<file path="src/rtl/wavelet_bank_sched.sv">
// Time-multiplexed scheduler: one shared signed MAC sweeps an NUM_ELEM-deep sample window
// for each filter of a runtime-loadable coefficient bank. Optional macro: WAVELET_SAT_EN.
module wavelet_bank_sched #(
  parameter int BITS_PER_ELEM = 8,
  parameter int NUM_ELEM      = 7,
  parameter int NUM_FILTERS   = 4,
  parameter int OUT_BITS      = 16,
  localparam int NUM_COEF = NUM_FILTERS * NUM_ELEM,
  localparam int ADDR_W   = (NUM_COEF > 1) ? $clog2(NUM_COEF) : 1,
  localparam int FIDX_W   = (NUM_FILTERS > 1) ? $clog2(NUM_FILTERS) : 1,
  localparam int TAP_W    = $clog2(NUM_ELEM)
) (
  input  logic                            clk,
  input  logic                            reset,
  input  logic signed [BITS_PER_ELEM-1:0] i_sample,
  input  logic                            i_sample_valid,
  output logic                            o_sample_ready,
  input  logic                            i_coef_we,
  input  logic [ADDR_W-1:0]               i_coef_addr,
  input  logic signed [BITS_PER_ELEM-1:0] i_coef_data,
  output logic signed [OUT_BITS-1:0]      o_sum,
  output logic [FIDX_W-1:0]               o_filter_idx,
  output logic                            o_valid,
  input  logic                            i_ready,
  output logic                            o_busy
);
  localparam int PROD_W = 2 * BITS_PER_ELEM;
  localparam int ACC_W  = PROD_W + $clog2(NUM_ELEM) + 1;
  localparam logic [TAP_W-1:0]  TAP_LAST  = TAP_W'(NUM_ELEM - 1);
  localparam logic [FIDX_W-1:0] FILT_LAST = FIDX_W'(NUM_FILTERS - 1);

  typedef enum logic [1:0] {S_IDLE, S_MAC, S_EMIT} state_e;

  state_e                          state_q;
  logic signed [BITS_PER_ELEM-1:0] win_q  [NUM_ELEM];
  logic signed [BITS_PER_ELEM-1:0] coef_q [NUM_COEF];
  logic [FIDX_W-1:0]               filter_q;
  logic [TAP_W-1:0]                tap_q;
  logic signed [ACC_W-1:0]         acc_q;
  logic signed [OUT_BITS-1:0]      sum_q;
  logic [FIDX_W-1:0]               fidx_q;
  logic                            ready_q;
  logic                            valid_q;
  logic                            busy_q;

  logic [ADDR_W-1:0]               coef_idx;
  logic signed [BITS_PER_ELEM-1:0] coef_sel;
  logic signed [BITS_PER_ELEM-1:0] win_sel;
  logic signed [PROD_W-1:0]        prod;
  logic signed [ACC_W-1:0]         acc_d;
  logic signed [OUT_BITS-1:0]      sum_d;
  logic                            coef_wr_ok;

  assign coef_idx   = ADDR_W'(int'(filter_q) * NUM_ELEM + int'(tap_q));
  assign coef_sel   = coef_q[coef_idx];
  assign win_sel    = win_q[tap_q];
  assign prod       = PROD_W'(coef_sel) * PROD_W'(win_sel);
  assign acc_d      = acc_q + ACC_W'(prod);
  assign coef_wr_ok = i_coef_we && (int'(i_coef_addr) < NUM_COEF);

`ifdef WAVELET_SAT_EN
  if (OUT_BITS < ACC_W) begin : g_sat
    // Bits above the output sign position must all agree with it, otherwise clamp.
    logic [ACC_W-OUT_BITS:0] top_bits;
    assign top_bits = acc_d[ACC_W-1:OUT_BITS-1];
    // NOTE: every always_comb output gets a default first, so no path can infer a latch.
    always_comb begin
      sum_d = acc_d[OUT_BITS-1:0];
      if (!(&top_bits) && (|top_bits)) begin
        sum_d = acc_d[ACC_W-1] ? {1'b1, {(OUT_BITS-1){1'b0}}}
                               : {1'b0, {(OUT_BITS-1){1'b1}}};
      end
    end
  end else begin : g_ext
    assign sum_d = OUT_BITS'(acc_d);
  end
`else
  assign sum_d = OUT_BITS'(acc_d);
`endif

  // NOTE: sequential state uses non-blocking assignments only, so every register sees
  // pre-edge values of the others (the window shift relies on this).
  always_ff @(posedge clk or posedge reset) begin
    if (reset) begin
      state_q  <= S_IDLE;
      filter_q <= '0;
      tap_q    <= '0;
      acc_q    <= '0;
      sum_q    <= '0;
      fidx_q   <= '0;
      ready_q  <= 1'b1;
      valid_q  <= 1'b0;
      busy_q   <= 1'b0;
      // NOTE: window and coefficient storage are reset explicitly, so they are built
      // from flops rather than a RAM macro.
      for (int k = 0; k < NUM_ELEM; k++) win_q[k] <= '0;
      for (int k = 0; k < NUM_COEF; k++) coef_q[k] <= '0;
    end else begin
      case (state_q)
        S_IDLE: begin
          if (coef_wr_ok) coef_q[i_coef_addr] <= i_coef_data;
          if (i_sample_valid) begin
            for (int k = NUM_ELEM - 1; k > 0; k--) win_q[k] <= win_q[k-1];
            win_q[0] <= i_sample;
            filter_q <= '0;
            tap_q    <= '0;
            acc_q    <= '0;
            ready_q  <= 1'b0;
            busy_q   <= 1'b1;
            state_q  <= S_MAC;
          end
        end
        S_MAC: begin
          acc_q <= acc_d;
          if (tap_q == TAP_LAST) begin
            sum_q   <= sum_d;
            fidx_q  <= filter_q;
            valid_q <= 1'b1;
            state_q <= S_EMIT;
          end else begin
            tap_q <= tap_q + 1'b1;
          end
        end
        S_EMIT: begin
          if (i_ready) begin
            valid_q <= 1'b0;
            if (filter_q == FILT_LAST) begin
              ready_q <= 1'b1;
              busy_q  <= 1'b0;
              state_q <= S_IDLE;
            end else begin
              filter_q <= filter_q + 1'b1;
              tap_q    <= '0;
              acc_q    <= '0;
              state_q  <= S_MAC;
            end
          end
        end
        default: begin
          ready_q <= 1'b1;
          valid_q <= 1'b0;
          busy_q  <= 1'b0;
          state_q <= S_IDLE;
        end
      endcase
    end
  end

  assign o_sample_ready = ready_q;
  assign o_valid        = valid_q;
  assign o_busy         = busy_q;
  assign o_sum          = sum_q;
  assign o_filter_idx   = fidx_q;

endmodule

</file>
<file path="config.mk">
export PLATFORM = sky130hd
export DESIGN_NAME = wavelet_bank_sched
export DESIGN_NICKNAME = d
export VERILOG_FILES = /design/src/rtl/wavelet_bank_sched.sv
export SDC_FILE = /design/constraint.sdc
export NUM_CORES = 1
export LEC_CHECK = 0
export BUFFER_PORTS_ARGS = -buffer_cell sky130_fd_sc_hd__buf_2
export CAP_MARGIN = 5
export CELL_PAD_IN_SITES_DETAIL_PLACEMENT = 1
export CELL_PAD_IN_SITES_GLOBAL_PLACEMENT = 1
export CORE_UTILIZATION = 35
export DETAILED_ROUTE_END_ITERATION = 10
export GPL_ROUTABILITY_DRIVEN = 0
export PLACE_DENSITY_LB_ADDON = 0.3
export SLEW_MARGIN = 20
export SYNTH_ARGS = -nofsm -noshare
export SYNTH_HDL_FRONTEND = slang
export SYNTH_SLANG_ARGS = --single-unit
export TNS_END_PERCENT = 1
</file>
<file path="constraint.sdc">
create_clock -name clk -period 17.88 [get_ports clk]
set_clock_uncertainty 0.05 [all_clocks]
set_input_delay 0.894 -clock clk [delete_from_list [all_inputs] [get_ports clk]]
set_output_delay 0.894 -clock clk [all_outputs]
set_load 0.01 [all_outputs]
</file>
==> impl_summary.log <==
[metrics] run status: complete, no violations
[metrics] routed metal-1 wirelength: 19200 um
[metrics] predominant post-synthesis flop cell: sky130_fd_sc_hd__dfrtp_1
[metrics] worst path buffer plus inverter count: 4
[metrics] sink count of the clock tree: 324
[metrics] transition time at the pin with the least slew margin: 1050 ps
[metrics] Inserted Clock Buffers: 39
[metrics] Port Buffer Count: 46
[metrics] kind of start point of the critical path: flip-flop
[metrics] DIE WIDTH: 226 um
[metrics] TritonCTS clock tree: yes
[metrics] part of the cycle the worst path needs: 47.0%
[metrics] Pins Over Slew Limit: 0
[metrics] via total after detailed routing: 10300
[metrics] area added between synthesis and finish: 12.1%
[metrics] pin count of the biggest net entering global routing: 124
[metrics] required time at the worst-slack endpoint: 18270 ps
[metrics] number of buffers between clock root and the deepest sink: 3
[metrics] max_slew headroom: 29.7%
[metrics] proportion of synthesized flip-flops having asynchronous set or reset: 100%
[metrics] latest clock arrival within the worst-skew pair: 570 ps
[metrics] Die Y-Extent: 226 um
[metrics] final count of negative-setup-slack endpoints: 0
[metrics] routed length per placed instance: 20.5 um
[metrics] most used cells in the layout excluding fill and tap cells: sky130_fd_sc_hd__dfrtp_1, sky130_fd_sc_hd__mux2_2, sky130_fd_sc_hd__inv_1
[metrics] initial standard-cell utilization of the core: 35.7%
[metrics] sum of negative setup slack: 0 ps
[metrics] total routing resource utilization after global routing: 17.1%
[metrics] clk slew on worst S/H paths: 60 ps
[metrics] unrepaired setup endpoints after global routing: false
[metrics] number of storage elements in the synthesis netlist: 324
[metrics] most frequent standard cell in the layout excluding fill and tap cells: sky130_fd_sc_hd__dfrtp_1
[metrics] Inserted Diodes: 0
[metrics] average size of a mapped cell: 13.6 um^2
[metrics] largest delay contributor family on the critical path: adder cells
[metrics] Filler Cells Inserted: 5181
[metrics] crit path kind: reg -> reg
[metrics] Met2 Routed Length: 19900 um
[metrics] endpoints failing hold: 0
[metrics] number of global-route vias before repair: 11400
[metrics] antenna violations before repair: 0
[metrics] WP data arrival: 8790 ps
[metrics] Final #Nets: 1469
[metrics] standard cell core area: 49300 um^2
[metrics] mean number of vias per cell: 5.09
[metrics] portion of the post-synthesis area used by sequential elements: 46.1%
[metrics] Post-route DRC: 0
[metrics] Die Area: 51200 um^2
[metrics] Peak Freq: 119 MHz
[metrics] number of distinct library cell variants in the gate-level netlist after synthesis: 54
[metrics] number of nets still failing antenna checks after routing: 0
[metrics] hold_ws: 422 ps
[metrics] I/O pin count: 47
[metrics] combined area of all synthesized cells: 17600 um^2
[metrics] final wirelength: 41300 um
[metrics] top layer reached by signal wires: met4
[metrics] warnings from Yosys: 0
[metrics] Setup Fix Bufs, Post-CTS: 0
[metrics] total iterations of the first detailed-routing run: 4
[metrics] Syn Nets: 1437
[metrics] ratio of cells with drive above 1 in the final layout: 36.1%
[metrics] CTS H-tree depth: 2
[metrics] hold-fix buffer count after cts: 0
[metrics] CTS Root Buffer Type: sky130_fd_sc_hd__clkbuf_16
[metrics] total overflow reported by the global router: 0
[metrics] row count: 81
[metrics] half-perimeter wire length after detailed placement: 27800 um
[metrics] final critical-path required period: 8410 ps
[metrics] maximum cell stage delay along the critical path: 1240 ps
[metrics] global-route wire length before repair: 67000 um
[metrics] min-delay worst type: reg -> reg
[metrics] Max Fanout on Critical Path: 24
[metrics] most frequent cell on the critical path: sky130_fd_sc_hd__fa_1
[metrics] number of standard cells after synthesis: 1293
[metrics] Starting DRT DRC Count: 517
[metrics] number of flops mapped to enable cells by yosys: 0
[metrics] maxcap violations: 0
[metrics] Slowest-stage cell, CP: sky130_fd_sc_hd__fa_1
[metrics] category of the worst setup path capture point: flip-flop
[metrics] routed length on met3: 1450 um
[metrics] CP Cell Sequence: inv_1 > fa_1 > inv_1 > ha_2 > fa_1 > nand3_1 > o211ai_1 > o21ai_2 > nor2b_1 > inv_2 > fa_1 > inv_1 > fa_1 > fa_1 > fa_1 > fa_1 > ha_1 > o21ai_0 > o21bai_1 > o41ai_1 > a31oi_1 > xnor2_1 > mux2_2
[metrics] cells resized by post-CTS repair: 0
-- synthesized netlist by cell type (2+ instances only) --
| master | n | area (um^2) |
|---|---|---|
| sky130_fd_sc_hd__mux2i_1 | 16 | 160 |
| sky130_fd_sc_hd__o21ai_2 | 3 | 26.3 |
| sky130_fd_sc_hd__or3_1 | 2 | 12.5 |
| sky130_fd_sc_hd__a21oi_1 | 17 | 85.1 |
| sky130_fd_sc_hd__xnor2_1 | 17 | 149 |
| sky130_fd_sc_hd__nor2_1 | 73 | 274 |
| sky130_fd_sc_hd__or2_1 | 5 | 31.3 |
| sky130_fd_sc_hd__buf_2 | 11 | 55.1 |
| sky130_fd_sc_hd__buf_4 | 3 | 22.5 |
| sky130_fd_sc_hd__nor3_1 | 2 | 10.0 |
| sky130_fd_sc_hd__a211oi_1 | 3 | 22.5 |
| sky130_fd_sc_hd__o211ai_1 | 12 | 90.1 |
| sky130_fd_sc_hd__buf_6 | 3 | 33.8 |
| sky130_fd_sc_hd__o21bai_1 | 2 | 15.0 |
| sky130_fd_sc_hd__mux2_1 | 5 | 56.3 |
| sky130_fd_sc_hd__fa_1 | 74 | 1480 |
| sky130_fd_sc_hd__o21ai_4 | 2 | 32.5 |
| sky130_fd_sc_hd__o21a_1 | 7 | 52.6 |
| sky130_fd_sc_hd__o41ai_1 | 2 | 17.5 |
| sky130_fd_sc_hd__dfrtp_1 | 323 | 8080 |
| sky130_fd_sc_hd__o22ai_1 | 2 | 12.5 |
| sky130_fd_sc_hd__o21ai_1 | 3 | 15.0 |
| sky130_fd_sc_hd__mux4_2 | 72 | 1620 |
| sky130_fd_sc_hd__nor2b_1 | 15 | 93.8 |
| sky130_fd_sc_hd__nand3b_1 | 3 | 22.5 |
| sky130_fd_sc_hd__xor2_1 | 4 | 35.0 |
| sky130_fd_sc_hd__o21ai_0 | 17 | 85.1 |
| sky130_fd_sc_hd__inv_1 | 91 | 342 |
| sky130_fd_sc_hd__a21o_1 | 6 | 45.0 |
| sky130_fd_sc_hd__nand3_1 | 16 | 80.1 |
| sky130_fd_sc_hd__buf_1 | 11 | 41.3 |
| sky130_fd_sc_hd__and2_1 | 6 | 37.5 |
| sky130_fd_sc_hd__clkbuf_1 | 42 | 158 |
| sky130_fd_sc_hd__ha_1 | 44 | 551 |
| sky130_fd_sc_hd__a22o_1 | 14 | 123 |
| sky130_fd_sc_hd__mux2_2 | 281 | 3160 |
| sky130_fd_sc_hd__o31ai_1 | 2 | 15.0 |
| sky130_fd_sc_hd__nand2_1 | 52 | 195 |
| sky130_fd_sc_hd__nand2b_1 | 15 | 93.8 |
-- sequential cells by signal, indices dropped and copies added, names as in the netlist --
register	count
coef_q	224
win_q	56
acc_q	16
o_sum	16
tap_q	3
filter_q	2
o_filter_idx	2
state_q	2
o_busy	1
o_sample_ready	1
o_valid	1
-- stage by stage --
stage | cells | instance area, um^2 | setup WS (ps) | utilization, %
2_1_floorplan | 1293 | 17600 | 7970 | -
4_1_cts | 2017 | 19700 | 9470 | 40.0
5_1_grt | 2017 | 19700 | 8950 | 40.0
3_3_place_gp | 1948 | 18500 | 9610 | 37.5
3_5_place_dp | 1948 | 18500 | 9510 | 37.5
6_report | 2017 | 19700 | 9470 | 40.0
-- worst min-delay path, stage by stage (launching register included) --
cell and delay (ps):
sky130_fd_sc_hd__dfrtp_1 330, sky130_fd_sc_hd__nand2_1 50, sky130_fd_sc_hd__nand2_1 60
-- layer usage --
metal	vias up	GRT usage, %
met5	-	0
met4	0	3.99
met3	49	2.77
met2	127	27.7
met1	5507	24.0
li1	4591	-
-- cell type report --
cell class	count	area [um^2]	share of cell area [%]
clock buffers	56	1100	5.58
clock inverters	13	133	0.673
well taps	664	831	4.21
inverters	92	353	1.79
multi-input cells	807	8840	44.9
repair buffers	61	343	1.74
flip-flops and latches	324	8110	41.1
-- worst paths after layout --
path,start,endpoint,slack [ps],cells past startpoint
worst max-delay path,filter_q[0],o_sum[15],9470,23
worst min-delay path,o_sum[4],o_sum[4],420,2
worst max register to register,filter_q[0],o_sum[15],9470,23
worst min register to register,o_sum[4],o_sum[4],420,2
max in group asynchronous,reset,coef_q[81],15740,3
min in group asynchronous,reset,o_sum[0],460,2
-- kinds of logic after synthesis --
kind of cell    count (synthesis)  share of synthesized area, %
mux                           374                          28.4
flops                         324                          46.1
simple gates                  195                          5.10
buf+inv                       162                          3.73
fa+ha+maj                     118                          11.6
compound gates                 98                          3.93
xor+xnor                       22                          1.14
Power is left out: the tool's default activity adds up to more than one toggle a clock period on the data nets, which glitch-free logic cannot reach.
